===== src/rtl/mux8_scan_rx.sv =====
// Receive side of the 8:1 dual-rail mux link: scans channels 0..7 through the
// remote mux, checks each true/complement pair and hands the frame downstream.
module mux8_scan_rx #(
  parameter int NUM_CH = 8,
  parameter int LAT    = 1,
  parameter int CONT   = 0
) (
  input  logic              clk,
  input  logic              rst,
  input  logic              start,
  input  logic              abort,
  output logic [2:0]        sel_out,
  output logic              en_n_out,
  input  logic              din,
  input  logic              din_n,
  output logic [NUM_CH-1:0] frame,
  output logic              frame_valid,
  input  logic              frame_ready,
  output logic              frame_err,
  output logic [7:0]        err_cnt,
  output logic              busy
);

  localparam int SEL_W = 3;

  typedef enum logic [1:0] {
    S_IDLE = 2'd0,
    S_SCAN = 2'd1,
    S_HOLD = 2'd2
  } state_t;

  state_t              r_state;
  state_t              w_state_nxt;
  logic                w_start_scan;
  logic [3:0]          r_iss;
  logic [SEL_W-1:0]    r_cap;
  logic                r_vld_p1;
  logic                r_vld_p2;
  logic                w_iss_vld;
  logic                w_cap_vld;
  logic                w_last;
  logic [NUM_CH-1:0]   r_shadow;
  logic [NUM_CH-1:0]   w_shadow_nxt;
  logic [NUM_CH-1:0]   r_frame;
  logic                r_ferr;
  logic [7:0]          r_ecnt;

  function automatic logic [7:0] sat_inc(input logic [7:0] v);
    return (v == 8'hFF) ? v : v + 8'd1;
  endfunction

  // Issue phase: one select per cycle while the issue counter is below NUM_CH
  assign w_iss_vld = (r_state == S_SCAN) && (r_iss < 4'(NUM_CH));
  assign sel_out   = w_iss_vld ? r_iss[SEL_W-1:0] : '0;
  assign en_n_out  = ~w_iss_vld;

  // Capture phase trails the issue phase by LAT cycles
  assign w_cap_vld = (r_state == S_SCAN) && !abort &&
                     ((LAT == 0) ? w_iss_vld : (LAT == 1) ? r_vld_p1 : r_vld_p2);
  assign w_last    = w_cap_vld && (r_cap == SEL_W'(NUM_CH - 1));

  always_comb begin
    w_shadow_nxt        = r_shadow;
    w_shadow_nxt[r_cap] = din;
  end

  always_ff @(posedge clk) begin
    if (rst) r_state <= S_IDLE;
    else     r_state <= w_state_nxt;
  end

  always_comb begin
    w_state_nxt  = r_state;
    w_start_scan = 1'b0;
    case (r_state)
      S_IDLE: if (start) begin
        w_state_nxt  = S_SCAN;
        w_start_scan = 1'b1;
      end
      S_SCAN: if (w_last) w_state_nxt = S_HOLD;
      S_HOLD: if (frame_ready) begin
        if (CONT != 0 || start) begin
          w_state_nxt  = S_SCAN;
          w_start_scan = 1'b1;
        end else begin
          w_state_nxt = S_IDLE;
        end
      end
      default: w_state_nxt = S_IDLE;
    endcase
    if (abort) begin
      w_state_nxt  = S_IDLE;
      w_start_scan = 1'b0;
    end
  end

  // Stage p1/p2: issue valid delayed to line up with the remote mux latency
  always_ff @(posedge clk) begin
    if (rst) begin
      r_iss    <= '0;
      r_cap    <= '0;
      r_vld_p1 <= 1'b0;
      r_vld_p2 <= 1'b0;
    end else begin
      r_vld_p1 <= w_iss_vld & ~abort;
      r_vld_p2 <= r_vld_p1 & ~abort;
      if (w_start_scan) begin
        r_iss <= '0;
        r_cap <= '0;
      end else begin
        if (w_iss_vld) r_iss <= r_iss + 4'd1;
        if (w_cap_vld) r_cap <= r_cap + 1'b1;
      end
    end
  end

  // Frame is assembled in a shadow so a partial scan never disturbs the held frame
  always_ff @(posedge clk) begin
    if (rst) begin
      r_shadow <= '0;
      r_frame  <= '0;
      r_ferr   <= 1'b0;
      r_ecnt   <= '0;
    end else begin
      if (w_cap_vld) r_shadow <= w_shadow_nxt;
      if (w_last)    r_frame  <= w_shadow_nxt;
      if (w_start_scan)                  r_ferr <= 1'b0;
      else if (w_cap_vld && din == din_n) r_ferr <= 1'b1;
      if (w_cap_vld && din == din_n) r_ecnt <= sat_inc(r_ecnt);
    end
  end

  assign frame       = r_frame;
  assign frame_valid = (r_state == S_HOLD);
  assign frame_err   = r_ferr;
  assign err_cnt     = r_ecnt;
  assign busy        = (r_state != S_IDLE);

endmodule


===== config.mk =====
export PLATFORM = sky130hd
export DESIGN_NAME = mux8_scan_rx
export DESIGN_NICKNAME = d
export VERILOG_FILES = /design/src/rtl/mux8_scan_rx.sv
export SDC_FILE = /design/constraint.sdc
export NUM_CORES = 1
export LEC_CHECK = 0
export BUFFER_PORTS_ARGS = -buffer_cell sky130_fd_sc_hd__buf_2
export CAP_MARGIN = 0
export CORE_MARGIN = 10
export CORE_UTILIZATION = 31
export CTS_CLUSTER_SIZE = 8
export DETAILED_ROUTE_END_ITERATION = 16
export GPL_TIMING_DRIVEN = 0
export PLACE_DENSITY = 0.46
export SLEW_MARGIN = 10
export SYNTH_ARGS = -nofsm -noshare
export SYNTH_HDL_FRONTEND = slang
export SYNTH_SLANG_ARGS = --single-unit

===== constraint.sdc =====
create_clock -name clk -period 3.4 [get_ports clk]
set_input_delay 0.34 -clock clk [delete_from_list [all_inputs] [get_ports clk]]
set_output_delay 0.34 -clock clk [all_outputs]
set_load 0.005 [all_outputs]

==> impl_metrics.tcl, run 1 <==
set metrics [dict create \
    synth-main-ff-cell "dfxtp_1" \
    n_antenna_cell 0 \
    finalPower_w 0.000735 \
    critPathSlowestCell "dfxtp_1" \
    hp-class "input pin to register" \
    drtIter0Drc 53 \
    ys_seq_area_frac 0.426 \
    synth_edf_count 0 \
    numCtsBuffers 5 \
    p_int_w 0.000566 \
    clkLatencyLatePin_ns 0.28 \
    numPortBuffers 27 \
    yosys_warnings 0 \
    grt_pass1_vias 1379 \
    antenna_found_initial 0 \
    stdcell_count 294 \
    period_needed_ns 1.81 \
    placed_cells_incl_taps 286 \
    postSynthAreaPerCell_um2 8.71 \
    synthCells 189 \
    postCtsSetupBuffers 0 \
    cp.depth 3 \
    powerDensity_nw_per_um2 377 \
    via_per_inst 4.71 \
    finalHoldViolCount 0 \
    synth_cell_types 38 \
    io_pins 30 \
    setup_slack_ns 1.59 \
    drive_above_1_share 0.192 \
    arrival_ns 1.47 \
    cts_hold_buf 0 \
    seqCellArea_um2 701 \
    fillers 576 \
    finClkSkew_ns 0.00483 \
    synth_seq_cells 35 \
    comb_power_share 0.042 \
    htreeDepth 2 \
    post_drt_wl_per_cell_um 13.1 \
    area_delta_synth_final_pct 18.5 \
    dp_hpwl_um 2810 \
    die_area_um2 8620 \
    fin_nets 234 \
    grt_pass1_wl_um 6660 \
    grt_max_degree 11 \
    syn_nets 200 \
    cp-end-kind "primary output" \
    worstSetupPathType "register to primary output" \
    p_sw_w 0.000170 \
    fin_crit_sh 0.532 \
    hold_path_startpoint "abort" \
    r2r_start "r_state[0]" \
    leakage_nw 0.806 \
    cts_tree "yes" \
    layout_commonest_cell "dfxtp_1" \
    ctsResizeCount 0 \
    swShare 0.231 \
    setup_viol 0 \
    status "finished, final reports clean" \
    worstHoldPathCells 2 \
    rows 26 \
    die_x_um 92.9 \
    layout_common_cells "dfxtp_1, nor2_1, buf_2" \
    crit_path_max_fanout 8 \
    slew_violations 0 \
    multi_input_area_um2 866 \
    coreArea_um2 5140 \
    wirelength_um 3860 \
    dp_slack_ns 1.65 \
    clkPwrFrac 0.396 \
    async_reset_ff_frac 0 \
    root_buffer "clkbuf_8" \
    max_stage_delay_ns 0.44 \
    cp_top_family "simple AND/OR/NAND/NOR gates" \
    ant_nets 0 \
    rr_worst_depth 6 \
    gp_congestion 0.763 \
    synth_area_um2 1650 \
    drc 0 \
    start_util 0.320 \
    cts_sinks 35 \
    dieHeight_um 92.9 \
    power_frac_seq 0.562 \
    relSlewSlack 0.353 \
    peakVddDrop_mv 0.156 \
    fmax_mhz 553 \
    crit_buf_inv 1 \
    tns_ns 0 \
    overflow 0 \
    cp_cell_sequence "nor3b_2 -> and2_1 -> buf_2" \
    ctsLongestPathBuffers 2 \
    num_vias 1384 \
    grt.total_usage 0.0958 \
    worstMarginPinSlew_ns 0.963 \
    cap_violations 0 \
    firstDrtPassIters 4 \
    grt_setup_unrepaired "false" \
    startpoint_type "register" \
    crit_required_ns 3.06 \
    cts.clk_slew.worst_paths_ns 0.07 \
    startpoint "r_state[0]" \
]
==> kinds of logic after synthesis <==
logic type	count (synthesis)	share of synthesized area
flip-flops	35	0.426
AO/OA/AOI/OAI	28	0.122
buffers and inverters	18	0.0479
XOR/XNOR	7	0.0373
AND/OR/NAND/NOR	83	0.251
multiplexers	14	0.0852
adder cells (fa/ha/maj)	4	0.0304
==> cells in the mapped netlist, types with 2 or more instances <==
| cell type | instances | share of area |
|---|---|---|
| ha_1 | 4 | 0.030 |
| nor2_1 | 33 | 0.075 |
| a21oi_1 | 5 | 0.015 |
| buf_2 | 3 | 0.0091 |
| nand4_1 | 2 | 0.0076 |
| and2_1 | 5 | 0.019 |
| buf_1 | 3 | 0.0068 |
| clkbuf_1 | 5 | 0.011 |
| a211oi_1 | 8 | 0.037 |
| xnor2_1 | 3 | 0.016 |
| a311oi_1 | 3 | 0.016 |
| a31oi_1 | 2 | 0.0076 |
| nor3_1 | 9 | 0.027 |
| xor2_1 | 4 | 0.021 |
| mux2i_1 | 14 | 0.085 |
| buf_4 | 2 | 0.0091 |
| dfxtp_1 | 35 | 0.43 |
| o21ai_0 | 3 | 0.0091 |
| o211ai_1 | 2 | 0.0091 |
| nand2_1 | 14 | 0.032 |
| and4b_1 | 2 | 0.012 |
| inv_1 | 5 | 0.011 |
| nand2b_1 | 2 | 0.0076 |
| nand3_1 | 7 | 0.021 |
==> flip-flops by register name (all words and copies together), names as in the netlist <==
| register | cells |
|---|---|
| err_cnt | 8 |
| frame | 8 |
| frame_err | 1 |
| r_cap | 3 |
| r_iss | 4 |
| r_shadow | 8 |
| r_state | 2 |
| r_vld_p1 | 1 |
==> power by group through the flow <==
stage / registers, W / logic, W / clock network (W)
4_1_cts: 0.000413 / 0.0000317 / 0.000306
6_report: 0.000413 / 0.0000309 / 0.000291
3_5_place_dp: 0.000423 / 0.0000315 / 0
5_1_grt: 0.000413 / 0.0000352 / 0.000319
3_3_place_gp: 0.000423 / 0.0000318 / 0
2_1_floorplan: 0.000422 / 0.0000199 / 0
==> through the flow <==
stage               utilization  hold slack, ns  instance area, µm²
detailed placement        0.363           0.480                1870
global route              0.379           0.302                1950
CTS                       0.379           0.278                1950
floorplan                     -           0.417                1650
finish                    0.379           0.297                1950
global placement          0.363           0.476                1870
==> worst reg2reg max path: stages, from the launching register on <==
cell and delay (ns):
dfxtp_1 0.44, and4bb_2 0.34, and2_1 0.14, buf_4 0.17
buf_4 0.21, nor2_1 0.05, a211oi_1 0.21
==> layout make-up <==
class                      count  area share
tap                           70      0.0449
buffer                        13      0.0308
clock inverter                 1     0.00257
inverter                       5     0.00963
timing repair buffer          27      0.0693
multi-input combinational    136       0.444
clock buffer                   7      0.0392
sequential                    35       0.359
==> path summary, 6_finish.rpt <==
path,end,slack (ns)
hold / removal,r_vld_p1,0.30
setup reg to reg,frame[3],1.75
setup / recovery,sel_out[0],1.59
hold reg to reg,frame[4],0.49
==> routing by layer <==
metal,up-vias,wire length (µm),global-route usage
met2,28,1580,0.137
met4,0,50,0.0424
li1,734,-,-
met5,-,0,0
met1,617,1990,0.125
met3,5,238,0.0347
Power figures use the tool's default switching activity.
==> inputs of run 2 (changes only) <==
- PLACE_DENSITY: 0.46 -> 0.47
- clock period: 3.4 -> 1.5 ns (I/O delays scaled with it)
==> run 2 against run 1 <==
The run now ends with negative setup slack left. Sequential cell count is the same. Via count grew 5.0%. Combinational power grew to 2.8 times the previous value. Clock power grew to 2.8 times the previous value. Global-route usage grew 0.37 points. Routed wire length grew 8.2%. Sequential power grew 130%. Largest cell class unchanged.
==> impl_metrics.tcl, run 2 (same netlist as run 1, synthesis figures left out) <==
set metrics [dict create \
    area_delta_synth_final_pct 32.0 \
    setup_viol 1 \
    rr_worst_depth 5 \
    n_antenna_cell 0 \
    hold_path_startpoint "abort" \
    firstDrtPassIters 4 \
    fmax_mhz 663 \
    io_pins 30 \
    holdPathEnd "r_state[0]" \
    dieHeight_um 92.9 \
    peakVddDrop_mv 0.605 \
    dp_hpwl_um 2890 \
    clkLatencyLatePin_ns 0.28 \
    fin_crit_sh 1.00 \
    cap_violations 0 \
    wirelength_um 4180 \
    finalHoldViolCount 0 \
    root_buffer "clkbuf_8" \
    cts_hold_buf 0 \
    fin_util 0.423 \
    ant_nets 0 \
    r2r_slack_ns -0.007 \
    drive_above_1_share 0.309 \
    status "finished, violations left" \
    overflow 0 \
    num_vias 1453 \
    slew_violations 0 \
    finClkSkew_ns 0.00726 \
    violations "negative setup slack" \
    die_area_um2 8620 \
    leakage_nw 0.895 \
    cts_tree "yes" \
    cts_sinks 35 \
    layout_commonest_cell "nor2_1" \
    antenna_found_initial 0 \
    start_util 0.320 \
    startpoint_type "register" \
    gp_congestion 0.758 \
    placed_cells_incl_taps 286 \
    cp-end-kind "register" \
    crit_path_max_fanout 5 \
    numCtsBuffers 5 \
    via_per_inst 4.80 \
    ctsLongestPathBuffers 2 \
    stdcell_count 303 \
    grt_max_degree 11 \
    crit_required_ns 1.64 \
    layout_common_cells "nor2_1, dfxtp_1, buf_2" \
    numPortBuffers 27 \
    relSlewSlack 0.585 \
    grt.total_usage 0.0995 \
    worstHoldPathCells 2 \
    reg2reg_to "err_cnt[5]" \
    post_drt_wl_per_cell_um 13.8 \
    hp-class "input pin to register" \
    r2r_start "r_state[1]" \
    dp_slack_ns -0.220 \
    drc 0 \
    powerDensity_nw_per_um2 846 \
    drtIter0Drc 62 \
    coreArea_um2 5140 \
    rows 26 \
    worstMarginPinSlew_ns 0.622 \
    setup_slack_ns -0.00738 \
    htreeDepth 2 \
    period_needed_ns 1.51 \
    fin_nets 244 \
    cts.clk_slew.worst_paths_ns 0.07 \
    worstSetupPathType "register to register" \
    grt_pass1_vias 1388 \
    arrival_ns 1.65 \
    grt_pass1_wl_um 6890 \
    die_x_um 92.9 \
    grt_setup_unrepaired "true" \
]
## run 2: changes by cell type in the layout (fill, tap and decap cells not counted), moves of 2 or more
| cell | previous run | this run |
|---|---|---|
| dfxtp_1 | 35 | 31 |
| nor3_2 | 0 | 4 |
| and2_4 | 0 | 2 |
| dfxtp_2 | 0 | 2 |
| nor3_1 | 9 | 5 |
| buf_6 | 0 | 4 |
| buf_4 | 2 | 8 |
| and2_1 | 5 | 3 |
| clkbuf_1 | 7 | 3 |
| clkbuf_2 | 0 | 3 |
| dfxtp_4 | 0 | 2 |
## run 2: through the flow
stage	total power [W]	TNS (ns)	hold slack, ns	cell area, µm²
2_1_floorplan	0.00100	0	0.227	1650
3_3_place_gp	0.00103	-2.42	0.398	1870
3_5_place_dp	0.00103	-2.76	0.394	1870
4_1_cts	0.00186	-0.0125	0.0926	2080
5_1_grt	0.00191	-0.439	0.113	2170
6_report	0.00184	-0.00738	0.124	2170
## run 2: power breakdown
part,switching (W),internal (W),leakage [nW],total [W]
Clock,0.000328,0.000487,0.0513,0.000815
Combinational,0.0000522,0.0000344,0.559,0.0000866
Sequential,0.00000551,0.000930,0.285,0.000936
## run 2: how the worst max path moves through the flow
stage	slack (ns)	end	startpoint	cells after the start
6_report	-0.007	err_cnt[5]	r_state[1]	5
5_1_grt	-0.09	err_cnt[5]	r_state[1]	5
4_1_cts	-0.01	err_cnt[5]	r_state[1]	5
3_5_place_dp	-0.22	r_iss[3]	r_state[1]	4
3_3_place_gp	-0.21	r_iss[1]	r_state[1]	4
2_1_floorplan	0.008	err_cnt[5]	r_state[0]	5
## run 2: final cells by class
class,instances,area (µm²)
Buffer,13,82.6
Clock buffer,6,72.6
Clock inverter,1,30.0
Fill cell,563,2970
Inverter,5,18.8
Multi-Input combinational cell,136,952
Sequential cell,35,711
Tap cell,70,87.6
Timing Repair Buffer,37,218
## run 2: routing by layer
metal,routed length (µm),up-vias,GRT usage
met4,52,0,0.0463
met5,0,-,0
met1,2160,665,0.132
li1,-,750,-
met2,1720,34,0.140
met3,241,4,0.0331
## run 2: worst max-delay path, stage by stage, from the launching register on
cell	delay, ns
dfxtp_4	0.35
nand4bb_1	0.19
buf_6	0.14
or4_4	0.53
nor2_4	0.10
a211oi_2	0.05
## run 2: what timing repair did
action | CTS | global route
endpoints found under the hold margin | 0 | 0
endpoints found under the setup margin | 28 | 24
setup buffers | 7 | 2
pin swaps | 7 | 3
gates resized for setup | 16 | 21
gates cloned | 0 | 1
